--- src/rtl/ibex_cheri_mem_authq_pkg.sv ---
// Shared types, exception indices and capability field decoders for the CHERI memory-authority queue.
// The decoders stand in for the wrap64 helpers on an uncompressed 91-bit capability layout.
package ibex_cheri_mem_authq_pkg;

  localparam int unsigned CheriExcWidth = 6;

  localparam int unsigned ExcTagIdx    = 0;
  localparam int unsigned ExcSealIdx   = 1;
  localparam int unsigned ExcLoadIdx   = 2;
  localparam int unsigned ExcStoreIdx  = 3;
  localparam int unsigned ExcExecIdx   = 4;
  localparam int unsigned ExcLengthIdx = 5;

  localparam int unsigned PermitExecuteIndex = 1;
  localparam int unsigned PermitLoadIndex    = 2;
  localparam int unsigned PermitStoreIndex   = 3;

  // Layout: [90] tag | [89:83] kind | [82:71] perms | [70:39] base | [38:6] top | [5:0] reserved
  localparam int unsigned CapLayoutWidth = 91;

  typedef logic [CapLayoutWidth-1:0] cap_t;

  typedef enum logic [1:0] {
    MemWord   = 2'b00,
    MemHalf   = 2'b01,
    MemByte   = 2'b10,
    MemDouble = 2'b11
  } mem_type_e;

  typedef struct packed {
    logic [CheriExcWidth-1:0] exc;
    logic                     upper_exc;
    logic                     is_local;
  } cheri_memq_entry_t;

  function automatic logic cap_is_valid(input cap_t cap);
    return cap[90];
  endfunction

  function automatic logic [6:0] cap_get_kind(input cap_t cap);
    return cap[89:83];
  endfunction

  function automatic logic [11:0] cap_get_perms(input cap_t cap);
    return cap[82:71];
  endfunction

  function automatic logic [31:0] cap_get_base(input cap_t cap);
    return cap[70:39];
  endfunction

  function automatic logic [32:0] cap_get_top(input cap_t cap);
    return cap[38:6];
  endfunction

  function automatic logic [3:0] access_size(input mem_type_e t);
    logic [3:0] size;
    case (t)
      MemWord:   size = 4'd4;
      MemHalf:   size = 4'd2;
      MemByte:   size = 4'd1;
      MemDouble: size = 4'd8;
      default:   size = 4'd4;
    endcase
    return size;
  endfunction

  function automatic logic [1:0] lowest_be_offset(input logic [3:0] be);
    logic [1:0] off;
    casez (be)
      4'b???1: off = 2'd0;
      4'b??10: off = 2'd1;
      4'b?100: off = 2'd2;
      4'b1000: off = 2'd3;
      default: off = 2'd0;
    endcase
    return off;
  endfunction

endpackage

--- src/rtl/ibex_cheri_mem_authq_if.sv ---
// Core-side and memory-side handshake bundle of the CHERI memory-authority queue.
// The slave modport is the queue itself; the master modport is the core plus memory environment.
interface ibex_cheri_mem_authq_if #(
  parameter int unsigned CheriCapWidth = 91
);

  logic [CheriCapWidth-1:0] auth_cap;
  logic                     core_req;
  logic                     core_gnt;
  logic                     core_rvalid;
  logic [31:0]              core_addr;
  logic                     core_we;
  logic [1:0]               core_type;
  logic [3:0]               core_be;

  logic                     mem_req;
  logic                     mem_gnt;
  logic                     mem_rvalid;
  logic                     mem_we;

  logic [ibex_cheri_mem_authq_pkg::CheriExcWidth-1:0] exc;
  logic                     instr_upper_exc;
  logic                     spurious_rvalid;

  modport master (
    output auth_cap, core_req, core_addr, core_we, core_type, core_be, mem_gnt, mem_rvalid,
    input  core_gnt, core_rvalid, mem_req, mem_we, exc, instr_upper_exc, spurious_rvalid
  );

  modport slave (
    input  auth_cap, core_req, core_addr, core_we, core_type, core_be, mem_gnt, mem_rvalid,
    output core_gnt, core_rvalid, mem_req, mem_we, exc, instr_upper_exc, spurious_rvalid
  );

endinterface

--- src/rtl/ibex_cheri_access_check.sv ---
// Combinational CHERI authority check of one request against its authorising capability.
// Produces the violation vector and, on the instruction port, the upper-half length flag.
module ibex_cheri_access_check
  import ibex_cheri_mem_authq_pkg::*;
#(
  parameter bit          DataMem       = 1'b1,
  parameter int unsigned CheriCapWidth = 91
) (
  input  logic [CheriCapWidth-1:0] auth_cap,
  input  logic [31:0]              addr,
  input  logic                     we,
  input  logic [1:0]               mem_type,
  input  logic [3:0]               be,
  output logic [CheriExcWidth-1:0] exc_d,
  output logic                     upper_exc_d
);

  cap_t        cap;
  logic        valid;
  logic [6:0]  kind;
  logic [11:0] perms;
  logic [31:0] base;
  logic [32:0] top;
  logic [3:0]  size;
  logic [31:0] addr_actual;
  logic [32:0] end_addr;
  logic [32:0] upper_end;

  assign cap   = cap_t'(auth_cap);
  assign valid = cap_is_valid(cap);
  assign kind  = cap_get_kind(cap);
  assign perms = cap_get_perms(cap);
  assign base  = cap_get_base(cap);
  assign top   = cap_get_top(cap);

  // Instruction fetches are 2-byte parcels at the word address; data sizes follow the access type.
  assign size        = DataMem ? access_size(mem_type_e'(mem_type)) : 4'd2;
  assign addr_actual = {addr[31:2], (DataMem ? lowest_be_offset(be) : 2'b00)};
  assign end_addr    = {1'b0, addr_actual} + {29'd0, size};
  assign upper_end   = {1'b0, addr[31:2], 2'b10} + 33'd2;

  always_comb begin
    exc_d               = '0;
    exc_d[ExcTagIdx]    = ~valid;
    exc_d[ExcSealIdx]   = |kind[6:4];
    exc_d[ExcLoadIdx]   = ~we & ~perms[PermitLoadIndex];
    exc_d[ExcStoreIdx]  = we & ~perms[PermitStoreIndex];
    exc_d[ExcExecIdx]   = DataMem & ~perms[PermitExecuteIndex];
    exc_d[ExcLengthIdx] = (addr_actual < base) | (end_addr > top);
  end

  assign upper_exc_d = ~DataMem & (upper_end > top);

  logic unused_bits;
  assign unused_bits = ^{cap[5:0], kind[3:0], perms[11:4], perms[0], addr[1:0], mem_type, be};

endmodule

--- src/rtl/ibex_cheri_mem_authq.sv ---
// CHERI memory-authority queue: checks each request at grant time and returns its result with the response.
// Define IBEX_CHERI_LOCAL_FAULT_EN to kill violating requests locally instead of forwarding them.
module ibex_cheri_mem_authq
  import ibex_cheri_mem_authq_pkg::*;
#(
  parameter bit          DataMem        = 1'b1,
  parameter int unsigned CheriCapWidth  = 91,
  parameter int unsigned NumOutstanding = 2
) (
  input  logic                  clk_i,
  input  logic                  rst_ni,
  ibex_cheri_mem_authq_if.slave bus
);

  localparam int unsigned     CntW    = $clog2(NumOutstanding + 1);
  localparam int unsigned     PtrW    = (NumOutstanding > 1) ? $clog2(NumOutstanding) : 1;
  localparam logic [CntW-1:0] CntFull = CntW'(NumOutstanding);
  localparam logic [PtrW-1:0] PtrLast = PtrW'(NumOutstanding - 1);

  logic [CheriExcWidth-1:0] exc_d;
  logic                     upper_exc_d;
  logic                     kill;
  logic                     full;
  logic                     empty;
  logic                     push;
  logic                     pop;
  logic                     mem_req;
  logic                     core_gnt;
  logic                     core_rvalid;

  logic [CntW-1:0]          count_q;
  logic [PtrW-1:0]          wptr_q;
  logic [PtrW-1:0]          rptr_q;
  cheri_memq_entry_t        queue_q [NumOutstanding];
  cheri_memq_entry_t        head;
  cheri_memq_entry_t        new_entry;

  function automatic logic [PtrW-1:0] ptr_inc(input logic [PtrW-1:0] p);
    return (p == PtrLast) ? '0 : p + PtrW'(1);
  endfunction

  ibex_cheri_access_check #(
    .DataMem      (DataMem),
    .CheriCapWidth(CheriCapWidth)
  ) u_check (
    .auth_cap   (bus.auth_cap),
    .addr       (bus.core_addr),
    .we         (bus.core_we),
    .mem_type   (bus.core_type),
    .be         (bus.core_be),
    .exc_d      (exc_d),
    .upper_exc_d(upper_exc_d)
  );

`ifdef IBEX_CHERI_LOCAL_FAULT_EN
  assign kill = |exc_d;
`else
  assign kill = 1'b0;
`endif

  assign full  = (count_q == CntFull);
  assign empty = (count_q == '0);

  // A killed request is only granted into an empty queue so its local answer cannot overtake older responses.
  assign mem_req  = bus.core_req & ~full & ~kill;
  assign core_gnt = (mem_req & bus.mem_gnt) | (bus.core_req & kill & empty);
  assign push     = bus.core_req & core_gnt;

  assign head        = queue_q[rptr_q];
  assign core_rvalid = ~empty & (head.is_local | bus.mem_rvalid);
  assign pop         = core_rvalid;

  always_comb begin
    new_entry           = '0;
    new_entry.exc       = exc_d;
    new_entry.upper_exc = upper_exc_d;
    new_entry.is_local  = kill;
  end

  always_ff @(posedge clk_i or negedge rst_ni) begin
    if (!rst_ni) begin
      count_q <= '0;
      wptr_q  <= '0;
      rptr_q  <= '0;
    end else begin
      if (push) begin
        wptr_q <= ptr_inc(wptr_q);
      end
      if (pop) begin
        rptr_q <= ptr_inc(rptr_q);
      end
      if (push && !pop) begin
        count_q <= count_q + CntW'(1);
      end else if (pop && !push) begin
        count_q <= count_q - CntW'(1);
      end
    end
  end

  always_ff @(posedge clk_i) begin
    if (push) begin
      queue_q[wptr_q] <= new_entry;
    end
  end

  assign bus.mem_req         = mem_req;
  assign bus.core_gnt        = core_gnt;
  assign bus.core_rvalid     = core_rvalid;
  assign bus.mem_we          = bus.core_we & ~|exc_d;
  assign bus.exc             = core_rvalid ? head.exc : '0;
  assign bus.instr_upper_exc = core_rvalid & head.upper_exc;
  // Memory responses with nothing forwarded at the head are protocol errors and are dropped.
  assign bus.spurious_rvalid = bus.mem_rvalid & (empty | head.is_local);

endmodule

--- src/flat_wrapper.sv ---
// flat-port wrapper written by rule: the top's interface ports become plain ports
module ibex_cheri_mem_authq_flat import ibex_cheri_mem_authq_pkg::*;
#(
  parameter bit          DataMem        = 1'b1,
  parameter int unsigned CheriCapWidth  = 91,
  parameter int unsigned NumOutstanding = 2
)
  (clk_i, rst_ni, bus_auth_cap, bus_core_req, bus_core_addr, bus_core_we, bus_core_type, bus_core_be, bus_mem_gnt, bus_mem_rvalid, bus_core_gnt, bus_core_rvalid, bus_mem_req, bus_mem_we, bus_exc, bus_instr_upper_exc, bus_spurious_rvalid);
  ibex_cheri_mem_authq_if #(.CheriCapWidth(CheriCapWidth)) bus_i ();
  input  logic clk_i;
  input  logic rst_ni;
  input wire logic [$bits(bus_i.auth_cap)-1:0] bus_auth_cap;
  input wire logic [$bits(bus_i.core_req)-1:0] bus_core_req;
  input wire logic [$bits(bus_i.core_addr)-1:0] bus_core_addr;
  input wire logic [$bits(bus_i.core_we)-1:0] bus_core_we;
  input wire logic [$bits(bus_i.core_type)-1:0] bus_core_type;
  input wire logic [$bits(bus_i.core_be)-1:0] bus_core_be;
  input wire logic [$bits(bus_i.mem_gnt)-1:0] bus_mem_gnt;
  input wire logic [$bits(bus_i.mem_rvalid)-1:0] bus_mem_rvalid;
  output wire logic [$bits(bus_i.core_gnt)-1:0] bus_core_gnt;
  output wire logic [$bits(bus_i.core_rvalid)-1:0] bus_core_rvalid;
  output wire logic [$bits(bus_i.mem_req)-1:0] bus_mem_req;
  output wire logic [$bits(bus_i.mem_we)-1:0] bus_mem_we;
  output wire logic [$bits(bus_i.exc)-1:0] bus_exc;
  output wire logic [$bits(bus_i.instr_upper_exc)-1:0] bus_instr_upper_exc;
  output wire logic [$bits(bus_i.spurious_rvalid)-1:0] bus_spurious_rvalid;
  assign bus_i.auth_cap = bus_auth_cap;
  assign bus_i.core_req = bus_core_req;
  assign bus_i.core_addr = bus_core_addr;
  assign bus_i.core_we = bus_core_we;
  assign bus_i.core_type = bus_core_type;
  assign bus_i.core_be = bus_core_be;
  assign bus_i.mem_gnt = bus_mem_gnt;
  assign bus_i.mem_rvalid = bus_mem_rvalid;
  assign bus_core_gnt = bus_i.core_gnt;
  assign bus_core_rvalid = bus_i.core_rvalid;
  assign bus_mem_req = bus_i.mem_req;
  assign bus_mem_we = bus_i.mem_we;
  assign bus_exc = bus_i.exc;
  assign bus_instr_upper_exc = bus_i.instr_upper_exc;
  assign bus_spurious_rvalid = bus_i.spurious_rvalid;
  ibex_cheri_mem_authq #(.DataMem(DataMem), .CheriCapWidth(CheriCapWidth), .NumOutstanding(NumOutstanding)) u_core (.clk_i(clk_i), .rst_ni(rst_ni), .bus(bus_i));
endmodule
--- config.mk ---
export PLATFORM = sky130hd
export DESIGN_NAME = ibex_cheri_mem_authq_flat
export DESIGN_NICKNAME = d
export VERILOG_FILES = /design/src/rtl/ibex_cheri_mem_authq_pkg.sv /design/src/rtl/ibex_cheri_mem_authq_if.sv /design/src/rtl/ibex_cheri_access_check.sv /design/src/rtl/ibex_cheri_mem_authq.sv /design/src/flat_wrapper.sv
export SDC_FILE = /design/constraint.sdc
export NUM_CORES = 1
export LEC_CHECK = 0
export ABC_AREA = 1
export BUFFER_PORTS_ARGS = -buffer_cell sky130_fd_sc_hd__buf_2
export CAP_MARGIN = 20
export CORE_MARGIN = 2
export CORE_UTILIZATION = 54
export DETAILED_ROUTE_END_ITERATION = 7
export PLACE_DENSITY = 0.89
export RECOVER_POWER = 100
export SLEW_MARGIN = 40
export SYNTH_ARGS = -nofsm -noshare
export SYNTH_HDL_FRONTEND = slang
export SYNTH_HIERARCHICAL = 1
export SYNTH_SLANG_ARGS = --single-unit
--- constraint.sdc ---
create_clock -name clk_i -period 6.9 [get_ports clk_i]
set_input_delay 0.345 -clock clk_i [delete_from_list [all_inputs] [get_ports clk_i]]
set_output_delay 0.345 -clock clk_i [all_outputs]
set_load 0.1 [all_outputs]
==> results of run 1 <==
-- worst max-delay path: cells and delay by family --
kind | cells | cell delay (ns)
AND/OR/NAND/NOR | 19 | 2.54
buffers and inverters | 5 | 0.72
adder cells (fa/ha/maj) | 3 | 0.68
AO/OA/AOI/OAI | 3 | 0.32
XOR/XNOR | 1 | 0.13
-- sequential cells by signal, summed over array words and instances (netlist names) --
| register | flops |
|---|---|
| u_core/rptr_q | 1 |
| u_core/count_q | 2 |
| u_core/queue_q | 14 |
| u_core/wptr_q | 1 |
-- repair_timing --
action,in CTS,in global routing
setup buffers,0,0
endpoints found under the hold margin,4,0
hold buffers,1,0
-- layout make-up --
| class | count | area (um2) |
|---|---|---|
| Sequential cell | 18 | 520 |
| Tap cell | 77 | 96.3 |
| Clock buffer | 4 | 45.0 |
| Multi-Input combinational cell | 367 | 2410 |
| Timing Repair Buffer | 126 | 619 |
| Fill cell | 546 | 2080 |
| Inverter | 134 | 503 |
-- per-stage QoR --
| stage | cells | setup WS (ns) |
|---|---|---|
| after floorplan | 521 | 2.15 |
| final | 726 | 1.82 |
| after CTS | 726 | 2.33 |
| after detailed placement | 721 | 2.36 |
| after global placement | 721 | 2.43 |
| after global routing | 726 | 1.35 |
-- Yosys cell counts (all sizes together) --
cell    instances
a21oi          34
a211oi          1
xor2           20
nand2         128
edfxtp         14
dfrtp           4
nor3           15
conb            1
o21ai          14
nand3          20
xnor2           8
nor2           29
o21a            1
nor4            7
fa              1
inv           134
or3             1
nor3b           2
nand4          11
nand3b          1
buf             2
or2             1
a21boi          1
ha             69
o221ai          1
o211ai          1
-- power groups by stage --
| stage | Clock [uW] | Combinational [uW] | Sequential (uW) |
|---|---|---|---|
| 2_1_floorplan | 0 | 320 | 154 |
| 3_5_place_dp | 0 | 409 | 165 |
| 5_1_grt | 78.7 | 447 | 165 |
| 3_3_place_gp | 0 | 395 | 163 |
| 4_1_cts | 74.4 | 411 | 163 |
| 6_report | 71.1 | 403 | 161 |
-- layer usage --
metal	track usage	routed length [um]	part of all wire
met1	0.255	3350	0.43
met2	0.442	4050	0.52
met3	0.0167	329	0.042
met4	0.0455	125	0.016
met5	0	0	0
-- placed cells by master, fill, tap and decap left out, types with 2 or more instances in the layout --
master,instances
a21oi_1,34
buf_2,112
clkbuf_1,14
clkbuf_8,3
dfrtp_1,4
edfxtp_1,14
ha_1,69
inv_1,131
inv_2,3
nand2_1,123
nand2_2,4
nand3_1,19
nand4_1,11
nor2_1,25
nor2_2,2
nor2_4,2
nor3_1,13
nor4_1,6
o21ai_0,14
xnor2_1,8
xor2_1,20
-- cell families (layout without fill, tap and decap cells) --
kind of cell,after synthesis,after routing,share of synthesized area
compound gates,53,53,0.0813
xor+xnor,28,28,0.0705
fa+ha+maj,70,70,0.254
buf+inv,136,264,0.148
flops,18,18,0.150
other cells,1,1,0.00108
simple gates,215,215,0.295
-- how the worst max path moves through the flow --
stage / slack [ns] / startpoint / to
after floorplan: 2.15 / bus_core_be[3] / bus_mem_we
after global placement: 2.43 / bus_core_be[1] / bus_mem_we
after detailed placement: 2.36 / bus_core_be[1] / bus_mem_we
after CTS: 2.33 / bus_core_be[1] / bus_mem_we
after global routing: 1.35 / bus_core_be[1] / bus_mem_we
final: 1.82 / bus_core_be[1] / bus_mem_we
==> results.md, run 1 <==
- Count of unresolved DRC violations after routing: 0
- Std cell rows: 29
- Worst reg2reg path depth: 4
- Reg2Reg Capture Point: u_core/queue_q[1][5]
- Clock power frac: 0.112
- Final core utilization: 0.668
- Via-to-Cell Ratio: ~4.9
- Worst-case vdd ir drop: 0.000267 V
- Clock sink total: 18
- Hold Path Depth: 2
- Post-synth top area share: 0.248
- HP Class: input pin to flop
- Htree depth: 1
- Setup TNS: 0 ns
- Largest area contributor in the synthesized netlist: ha_1
- Crit-path slowest cell: buf_2
- RSZ-0062 raised after global routing: no
- Final setup fails: 0
- Number of port buffers: between 100 and 150
- Share of post-route cells with drive strength above 1: 0.205
- Vias in the first global route: 3,443
- Post-Syn Area: ~3500 um2
- LEAKAGE: 0.00258 uW
- Post-layout minimum cycle time: between 5 and 6 ns
- Worst Hold Slack: slightly below 0.4 ns
- Ports: 147
- Slew headroom: 0.226
- First-pass GRT wire length: 13,500 um
- DRT Pass-1 Iters: 4
- Total GRT Usage: 0.222
- Worst Path Required: 6.55 ns
- Reg-to-reg slack, setup: 5.32 ns
- Worst-Margin Slew: 1.17 ns
- Pwr per Cell Area: 152 nW/um2
- Syn_area_per_cell: around 6.7 um2
- Final Hold Fails: 0
- Initial antenna violation count: 0
- Max Cap Viol: 0
- Area after DPL: 4190 um2
- Sequential Power Share: 0.254
- Total Power: 636 uW
- Syn. warnings: 6
- NetSw: 343 uW
- Startpoint class of the critical path: input pin
- Int Pwr: between 200 and 300 uW
- Post_cts resized: 0
- Worst R2R Start: u_core/count_q[0]
- Skew-Pair Late Insertion Delay: between 0.2 and 0.25 ns
- Critical path type: input pin to output pin
- Nets@finish: 855
- Hold Startpoint: bus_auth_cap[90]
- Die width: 84.3 um
- ANT cells: 0
- Clock Pin Slew Worst Setup and Hold Paths: 0.06 ns
- Max stage delay on crit path: 0.42 ns
- Height of the chip: around 84 um
- Largest net degree at the start of global routing: 11
- Slew Limit Fails: 0
- Die ar.: between 7000 and 8000 um2
- Crit path DAT: 4.73 ns
- Seq/Total Area, Yosys: 0.150
- Ranking of synthesized cells by area: ha_1 (25%), inv_1 (14%), nand2_1 (13%)
- Crit path capture type: output pin
- CORE AREA: 6280 um2
- Syn-to-layout area delta: 20.6%
- Initial core utilization: 0.554
- Fmax: ~200 MHz
- Via count: between 3,000 and 4,000
- Syn Nets: 726
- DP HPWL: 7000 um
- #FFs+latches synth: 18
- Num CTS Buffers: 3
- CTS root buffer: clkbuf_8
- Gate Count Post-Synth: ~520
- CTS tree: done
- Top cell by count, worst path: nand2_1
- Post-route ant nets: 0
- Final wirelength: 7860 um
- Power share of the combinational group: 0.634
- Netlist cell types: 40
- RePlAce Congestion: 0.835
- Clock skew: 0.00291 ns
- Status: completed
- Overflow after GRT: 0
- Longest Clk Path Bufs: 2
- Sw Ratio: 0.539
- 1st-iter DRT viols: 85
- Crit Path Max Fanout: 5
- Period utilization: 0.736
- WL per Instance: 10.8 um
- Fin area: about 4200 um2
- Hold EP: u_core/queue_q[1][1]
Note: power is estimated with default switching activity, not from simulation.
==> inputs of run 2 (changes only) <==
CORE_UTILIZATION = 50   (was 54)
PLACE_DENSITY = 0.83   (was 0.89)
clock period = 5.1 ns   (was 6.9 ns; I/O delays follow)
==> results.md, run 2 (synthesis results as in run 1) <==
- Std cell rows: 30 (was 29)
- Crit Path Max Fanout: 5 (unchanged)
- NetSw: 470 uW (was 343 uW)
- Num CTS Buffers: 3 (unchanged)
- Largest net degree at the start of global routing: 11 (unchanged)
- Overflow after GRT: 0 (unchanged)
- RSZ-0062 raised after global routing: no (unchanged)
- Total GRT Usage: 0.206 (was 0.222)
- Crit path capture type: output pin (unchanged)
- CTS tree: done (unchanged)
- Int Pwr: 394 uW (was 293 uW)
- Number of port buffers: 125 (unchanged)
- Nets@finish: 855 (unchanged)
- Crit-path slowest cell: clkbuf_2 (was buf_2)
- HP Class: input pin to flop (unchanged)
- Via count: 3,575 (was 3,562)
- Clock skew: 0.00190 ns (was 0.00291 ns)
- Slew Limit Fails: 0 (unchanged)
- Worst Hold Slack: 0.295 ns (was 0.386 ns)
- ANT cells: 0 (unchanged)
- Final core utilization: 0.625 (was 0.668)
- Commonest non-fill, non-tap cell in the layout: inv_1 (unchanged)
- DRT Pass-1 Iters: 6 (was 4)
- Worst-Margin Slew: 1.16 ns (was 1.17 ns)
- Longest Clk Path Bufs: 2 (unchanged)
- Final worst-path setup slack: 0.670 ns (was 1.82 ns)
- Die width: 87.4 um (was 84.3 um)
- Fmax: ~230 MHz
- Slew headroom: 0.227 (was 0.226)
- Max Cap Viol: 0 (unchanged)
- 1st-iter DRT viols: 103 (was 85)
- Fill cells: 636 (was 546)
- Pwr per Cell Area: 205 nW/um2 (was 152 nW/um2)
- DP HPWL: 6990 um (was 7000 um)
- Place WS: 0.710 ns (was 2.36 ns)
- Post_cts resized: 0 (unchanged)
- Share of post-route cells with drive strength above 1: 0.208 (was 0.205)
- Area after DPL: 4190 um2 (about the same)
- CORE AREA: 6760 um2 (was 6280 um2)
- Max stage delay on crit path: 0.46 ns (was 0.42 ns)
- Initial core utilization: 0.515 (was 0.554)
- Syn-to-layout area delta: 21.4% (was 20.6%)
- Ports: 147 (unchanged)
- Vias in the first global route: 3,434 (was 3,443)
- First-pass GRT wire length: 13,200 um (was 13,500 um)
- Final Hold Fails: 0 (unchanged)
- Post-layout minimum cycle time: 4.43 ns
- WL per Instance: 10.9 um (was 10.8 um)
- Status: completed (unchanged)
- Top cell by count, worst path: nand2_1 (unchanged)
- Biggest regs: u_core/queue_q (14), u_core/count_q (2) (unchanged)
- Clock sink total: 18 (unchanged)
- Die ar.: 7640 um2 (was 7100 um2)
- Fin area: 4220 um2 (was 4190 um2)
- Sequential Power Share: 0.253 (was 0.254)
- Via-to-Cell Ratio: 4.90 (was 4.91)
- Largest Register: u_core/queue_q (unchanged)
- Initial antenna violation count: 0 (unchanged)
- Clock Pin Slew Worst Setup and Hold Paths: 0.06 ns (about the same)
- Sw Ratio: 0.544 (was 0.539)
- Power share of the combinational group: 0.633 (was 0.634)
- Startpoint class of the critical path: input pin (unchanged)
- Largest register FFs: 14 (unchanged)
- RePlAce Congestion: 0.840 (was 0.835)
- Worst Path Required: 4.85 ns (was 6.55 ns)
- Htree depth: 1 (unchanged)
- Period utilization: 0.869
- CTS root buffer: clkbuf_8 (unchanged)
- Critical path type: input pin to output pin (unchanged)
- Setup TNS: 0 ns (unchanged)
- Height of the chip: 87.4 um (was 84.3 um)
- LEAKAGE: 0.00261 uW (was 0.00258 uW)
- Final setup fails: 0 (unchanged)
- Count of unresolved DRC violations after routing: 0 (unchanged)
- Post-route ant nets: 0 (unchanged)
- Skew-Pair Late Insertion Delay: 0.25 ns (was 0.24 ns)
- Most frequent cells in the layout: inv_1 (131), nand2_1 (123), buf_2 (111) (was inv_1 (131), nand2_1 (123), buf_2 (112))
- Crit path DAT: 4.17 ns (was 4.73 ns)
- Clock power frac: 0.115 (was 0.112)
- Final wirelength: 7940 um (was 7860 um)
- Worst-case vdd ir drop: 0.0000923 V (was 0.000267 V)
[run 2: cell types whose count changed in the layout (fill, tap and decap cells not counted)]
cell	previous run	this run
clkbuf_1	14	13
nor2_1	25	23
clkinv_1	0	1
nor2_4	2	3
buf_2	112	111
nor2_8	0	1
clkbuf_2	0	1
[run 2: power groups by stage]
stage	clock network [uW]	logic, uW	registers (uW)
final	99.1	547	218
after global routing	106	608	223
after CTS	103	558	221
after detailed placement	0	554	223
after global placement	0	535	221
after floorplan	0	433	209
[run 2: area by class of cell]
type	count	area, um2	area share
Timing Repair Buffer	126	619	0.147
Sequential cell	18	520	0.123
Inverter	134	503	0.119
Clock buffer	3	41.3	0.00978
Clock inverter	1	3.75	0.000889
Multi-Input combinational cell	367	2430	0.576
Tap cell	80	100	0.0237
[run 2: worst max-delay path, delay by kind of cell]
kind                       cells  cell delay (ns)
and+or+nand+nor               19             2.21
buffers and inverters          3             0.63
AOI/OAI and AO/OA              3             0.37
adders and majority gates      3             0.71
[run 2: layer usage]
layer,track usage,vias to the layer above,part of all wire
met3,0.0171,14,0.043
li1,-,1903,-
met5,0,-,0
met2,0.408,94,0.51
met4,0.0517,0,0.013
met1,0.234,1564,0.43
[run 2: metrics by stage]
step | cells | total power [uW]
floorplan | 521 | 641
global placement | 724 | 756
detailed placement | 724 | 778
CTS | 729 | 882
global route | 729 | 937
finish | 729 | 864
[run 2: what timing repair did]
action,4_1_cts,5_1_grt
endpoints found under the hold margin,4,0
buffers inserted,0,0
hold buffers,1,0
[run 2: path summary, 6_finish.rpt]
check | from | end | slack (ns) | cells after the start
max | bus_core_be[1] | bus_mem_we | 0.67 | 28
min | bus_auth_cap[90] | u_core/queue_q[0][1] | 0.29 | 2
max reg2reg | u_core/count_q[0] | u_core/queue_q[1][3] | 3.48 | 4
min reg2reg | u_core/wptr_q | u_core/wptr_q | 0.50 | 2
max in group asynchronous | rst_ni | u_core/count_q[0] | 4.52 | 2
min in group asynchronous | rst_ni | u_core/rptr_q | 0.38 | 2
==> inputs of run 3 (changes only) <==
ABC_AREA = default   (was 1)
CORE_UTILIZATION = 48   (was 50)
PLACE_DENSITY = 0.82   (was 0.83)
==> results.md, run 3 <==
- Area after DPL: 3870 um2 (was 4190 um2)
- Hold Startpoint: bus_auth_cap[73] (was bus_auth_cap[90])
- Slew headroom: 0.220 (was 0.227)
- Hold EP: u_core/queue_q[1][3] (was u_core/queue_q[0][1])
- Die ar.: 7150 um2 (was 7640 um2)
- CP bufs+invs: 2 (was 3)
- Longest Clk Path Bufs: 2 (unchanged)
- Final worst-path setup slack: 0.211 ns (was 0.670 ns)
- Height of the chip: 84.6 um (was 87.4 um)
- Gate Count Post-Synth: 379 (was 521)
- Multi-input gate area: 2360 um2 (was 2430 um2)
- GRT met3 Usage: 0.0197 (was 0.0171)
- Post-synth top area share: 0.277 (was 0.248)
- Fmax: 205 MHz (was 226 MHz)
- 1st-iter DRT viols: 56 (was 103)
- Number of port buffers: 125 (unchanged)
- Ys flop type: edfxtp_1 (unchanged)
- HP Class: input pin to flop (unchanged)
- Syn Nets: 584 (was 726)
- Post-layout minimum cycle time: 4.89 ns (was 4.43 ns)
- Max stage delay on crit path: 0.53 ns (was 0.46 ns)
- Family with the most delay on the worst path: simple AND/OR/NAND/NOR gates (unchanged)
- GR met2 Demand/Resource: 0.405 (was 0.408)
- WL per Instance: 12.8 um (was 10.9 um)
- Fill cells: 591 (was 636)
- Total GRT Usage: 0.204 (was 0.206)
- Seq/Total Area, Yosys: 0.167 (was 0.150)
- Crit path capture type: output pin (unchanged)
- Worst reg2reg path depth: 5 (was 4)
- Hold Path Depth: 2 (unchanged)
- CTS root buffer: clkbuf_8 (unchanged)
- Num CTS Buffers: 3 (unchanged)
- Std cell rows: 29 (was 30)
- Initial core utilization: 0.493 (was 0.515)
- Pwr per Cell Area: 211 nW/um2 (was 205 nW/um2)
- Worst-case vdd ir drop: 0.000309 V (was 0.0000923 V)
- Crit Path Max Fanout: 3 (was 5)
- DP HPWL: 6740 um (was 6990 um)
- Via count: 3,080 (was 3,575)
- Final Hold Fails: 0 (unchanged)
- Most frequent cells in the layout: buf_2 (111), inv_1 (72), ha_1 (68) (was inv_1 (131), nand2_1 (123), buf_2 (111))
- Final wirelength: 7520 um (was 7940 um)
- LEAKAGE: 0.00220 uW (was 0.00261 uW)
- Worst R2R Start: u_core/count_q[0] (unchanged)
- Nets@finish: 718 (was 855)
- Worst Path Required: 4.85 ns (about the same)
- First-pass GRT wire length: 12,200 um (was 13,200 um)
- Most used routing layer: met2 (unchanged)
- Initial antenna violation count: 0 (unchanged)
- Top cell by count, worst path: a21o_1 (was nand2_1)
- Htree depth: 1 (unchanged)
- Via-to-Cell Ratio: 5.23 (was 4.90)
- Period utilization: 0.959 (was 0.869)
- Post-route ant nets: 0 (unchanged)
- Clock sink total: 18 (unchanged)
- Crit-path slowest cell: or4b_4 (was clkbuf_2)
- ANT cells: 0 (unchanged)
- Number of synthesized flops with an enable pin: 14 (unchanged)
- Netlist cell types: 49 (was 40)
- Largest net degree at the start of global routing: 11 (unchanged)
- Reg-to-reg slack, setup: 3.02 ns (was 3.48 ns)
- Count of unresolved DRC violations after routing: 0 (unchanged)
- Biggest regs: u_core/queue_q (14), u_core/count_q (2) (unchanged)
- Skew-Pair Late Insertion Delay: 0.25 ns (about the same)
- Post-Syn Area: 3110 um2 (was 3480 um2)
- Share of post-route cells with drive strength above 1: 0.268 (was 0.208)
- Startpoint class of the critical path: input pin (unchanged)
- Largest register FFs: 14 (unchanged)
- Reg2Reg Capture Point: u_core/count_q[1] (was u_core/queue_q[1][3])
- Die width: 84.6 um (was 87.4 um)
- Overflow after GRT: 0 (unchanged)
- Ports: 147 (unchanged)
- #FFs+latches synth: 18 (unchanged)
- Final core utilization: 0.629 (was 0.625)
- Syn. warnings: 6 (unchanged)
- Largest area contributor in the synthesized netlist: ha_1 (unchanged)
- Met1 Use GR: 0.223 (was 0.234)
- CTS tree: done (unchanged)
- RePlAce Congestion: 0.928 (was 0.840)
- CP Cell Sequence: buf_2 -> nand2b_1 -> a21oi_2 -> ha_2 -> fa_2 -> a21o_1 -> a21oi_1 -> or3_4 -> nor3_4 -> nand3_1 -> xnor2_1 -> ha_1 -> a21o_1 -> a21o_1 -> a221o_1 -> nor4_2 -> o22ai_2 -> or4b_4 -> nor4_4 -> buf_12
- Reg area: 520 um2 (unchanged)
- Most frequent cell after synthesis: inv_1 (unchanged)
- Slew Limit Fails: 0 (unchanged)
- Setup TNS: 0 ns (unchanged)
- CORE AREA: 6310 um2 (was 6760 um2)
- Syn_area_per_cell: 8.22 um2 (was 6.68 um2)
- Status: completed (unchanged)
- Top post-synthesis cells by count: inv_1 (72), ha_1 (69), a21oi_1 (27), xnor2_1 (26), nor2_1 (21) (was inv_1 (130), nand2_1 (123), ha_1 (69), a21oi_1 (34), nor2_1 (23))
- Place WS: 0.0976 ns (was 0.710 ns)
- Commonest non-fill, non-tap cell in the layout: buf_2 (was inv_1)
- Ranking of synthesized cells by area: ha_1 (28%), edfxtp_1 (13%), inv_1 (8.7%) (was ha_1 (25%), inv_1 (14%), nand2_1 (13%))
- DRT Pass-1 Iters: 4 (was 6)
- Largest Register: u_core/queue_q (unchanged)
- Worst-Margin Slew: 1.17 ns (was 1.16 ns)
- Max Cap Viol: 0 (unchanged)
- Fin area: 3970 um2 (was 4220 um2)
- Critical path type: input pin to output pin (unchanged)
- Vias in the first global route: 3,120 (was 3,434)
- Asr flop ratio synth: 0.222 (unchanged)
- Syn-to-layout area delta: 27.5% (was 21.4%)
- Clock skew: 0.000687 ns (was 0.00190 ns)
- Crit path DAT: 4.63 ns (was 4.17 ns)
- Final setup fails: 0 (unchanged)
- Worst Hold Slack: 0.309 ns (was 0.295 ns)
- Clock Pin Slew Worst Setup and Hold Paths: 0.06 ns (about the same)
## run 3: how the worst max path moves through the flow
stage	from	end	slack, ns	cells past startpoint
5_1_grt	bus_core_be[2]	bus_mem_we	-0.03	20
4_1_cts	bus_core_be[2]	bus_mem_we	0.07	20
6_report	bus_core_be[2]	bus_mem_we	0.21	20
3_5_place_dp	bus_core_be[2]	bus_mem_we	0.1	20
2_1_floorplan	bus_core_be[2]	bus_mem_we	0.01	18
3_3_place_gp	bus_core_be[2]	bus_mem_we	0.25	20
## run 3: logic make-up (layout without fill, tap and decap cells)
family | count (synthesis) | in the layout | synth area share
fa+ha+maj | 70 | 70 | 0.284
simple gates | 112 | 112 | 0.212
flops | 18 | 18 | 0.167
buf+inv | 74 | 207 | 0.0908
mux | 8 | 8 | 0.0257
xor+xnor | 35 | 35 | 0.0984
compound gates | 61 | 61 | 0.121
other cells | 1 | 1 | 0.00120
## run 3: layer usage
layer	up-vias	part of all wire
li1	1585	-
met5	-	0
met3	12	0.047
met4	0	0.014
met2	91	0.52
met1	1392	0.41
## run 3: what timing repair did
action	4_1_cts	5_1_grt
buffers inserted	0	2
gates resized for setup	0	9
endpoints found under the setup margin	0	1
hold buffers	1	0
hold endpoints to repair	4	0
## run 3: cell type report
class / instances / area share
timing repair buffer: 131 / 0.169
clock buffer: 4 / 0.0139
multi-input combinational: 287 / 0.593
tap: 77 / 0.0243
inverter: 72 / 0.0681
sequential: 18 / 0.131
## run 3: stage by stage
stage,total power [uW],instances
floorplan,607,379
global placement,716,582
detailed placement,736,582
CTS,851,587
global route,897,589
finish,839,589
## run 3: power breakdown
part / internal [uW] / switching (uW) / leakage [uW] / total, uW
registers: 192 / 32.2 / 0.000174 / 224
logic: 160 / 343 / 0.00200 / 503
clock network: 68.5 / 43.1 / 0.0000288 / 112
total: 421 / 418 / 0.00220 / 839
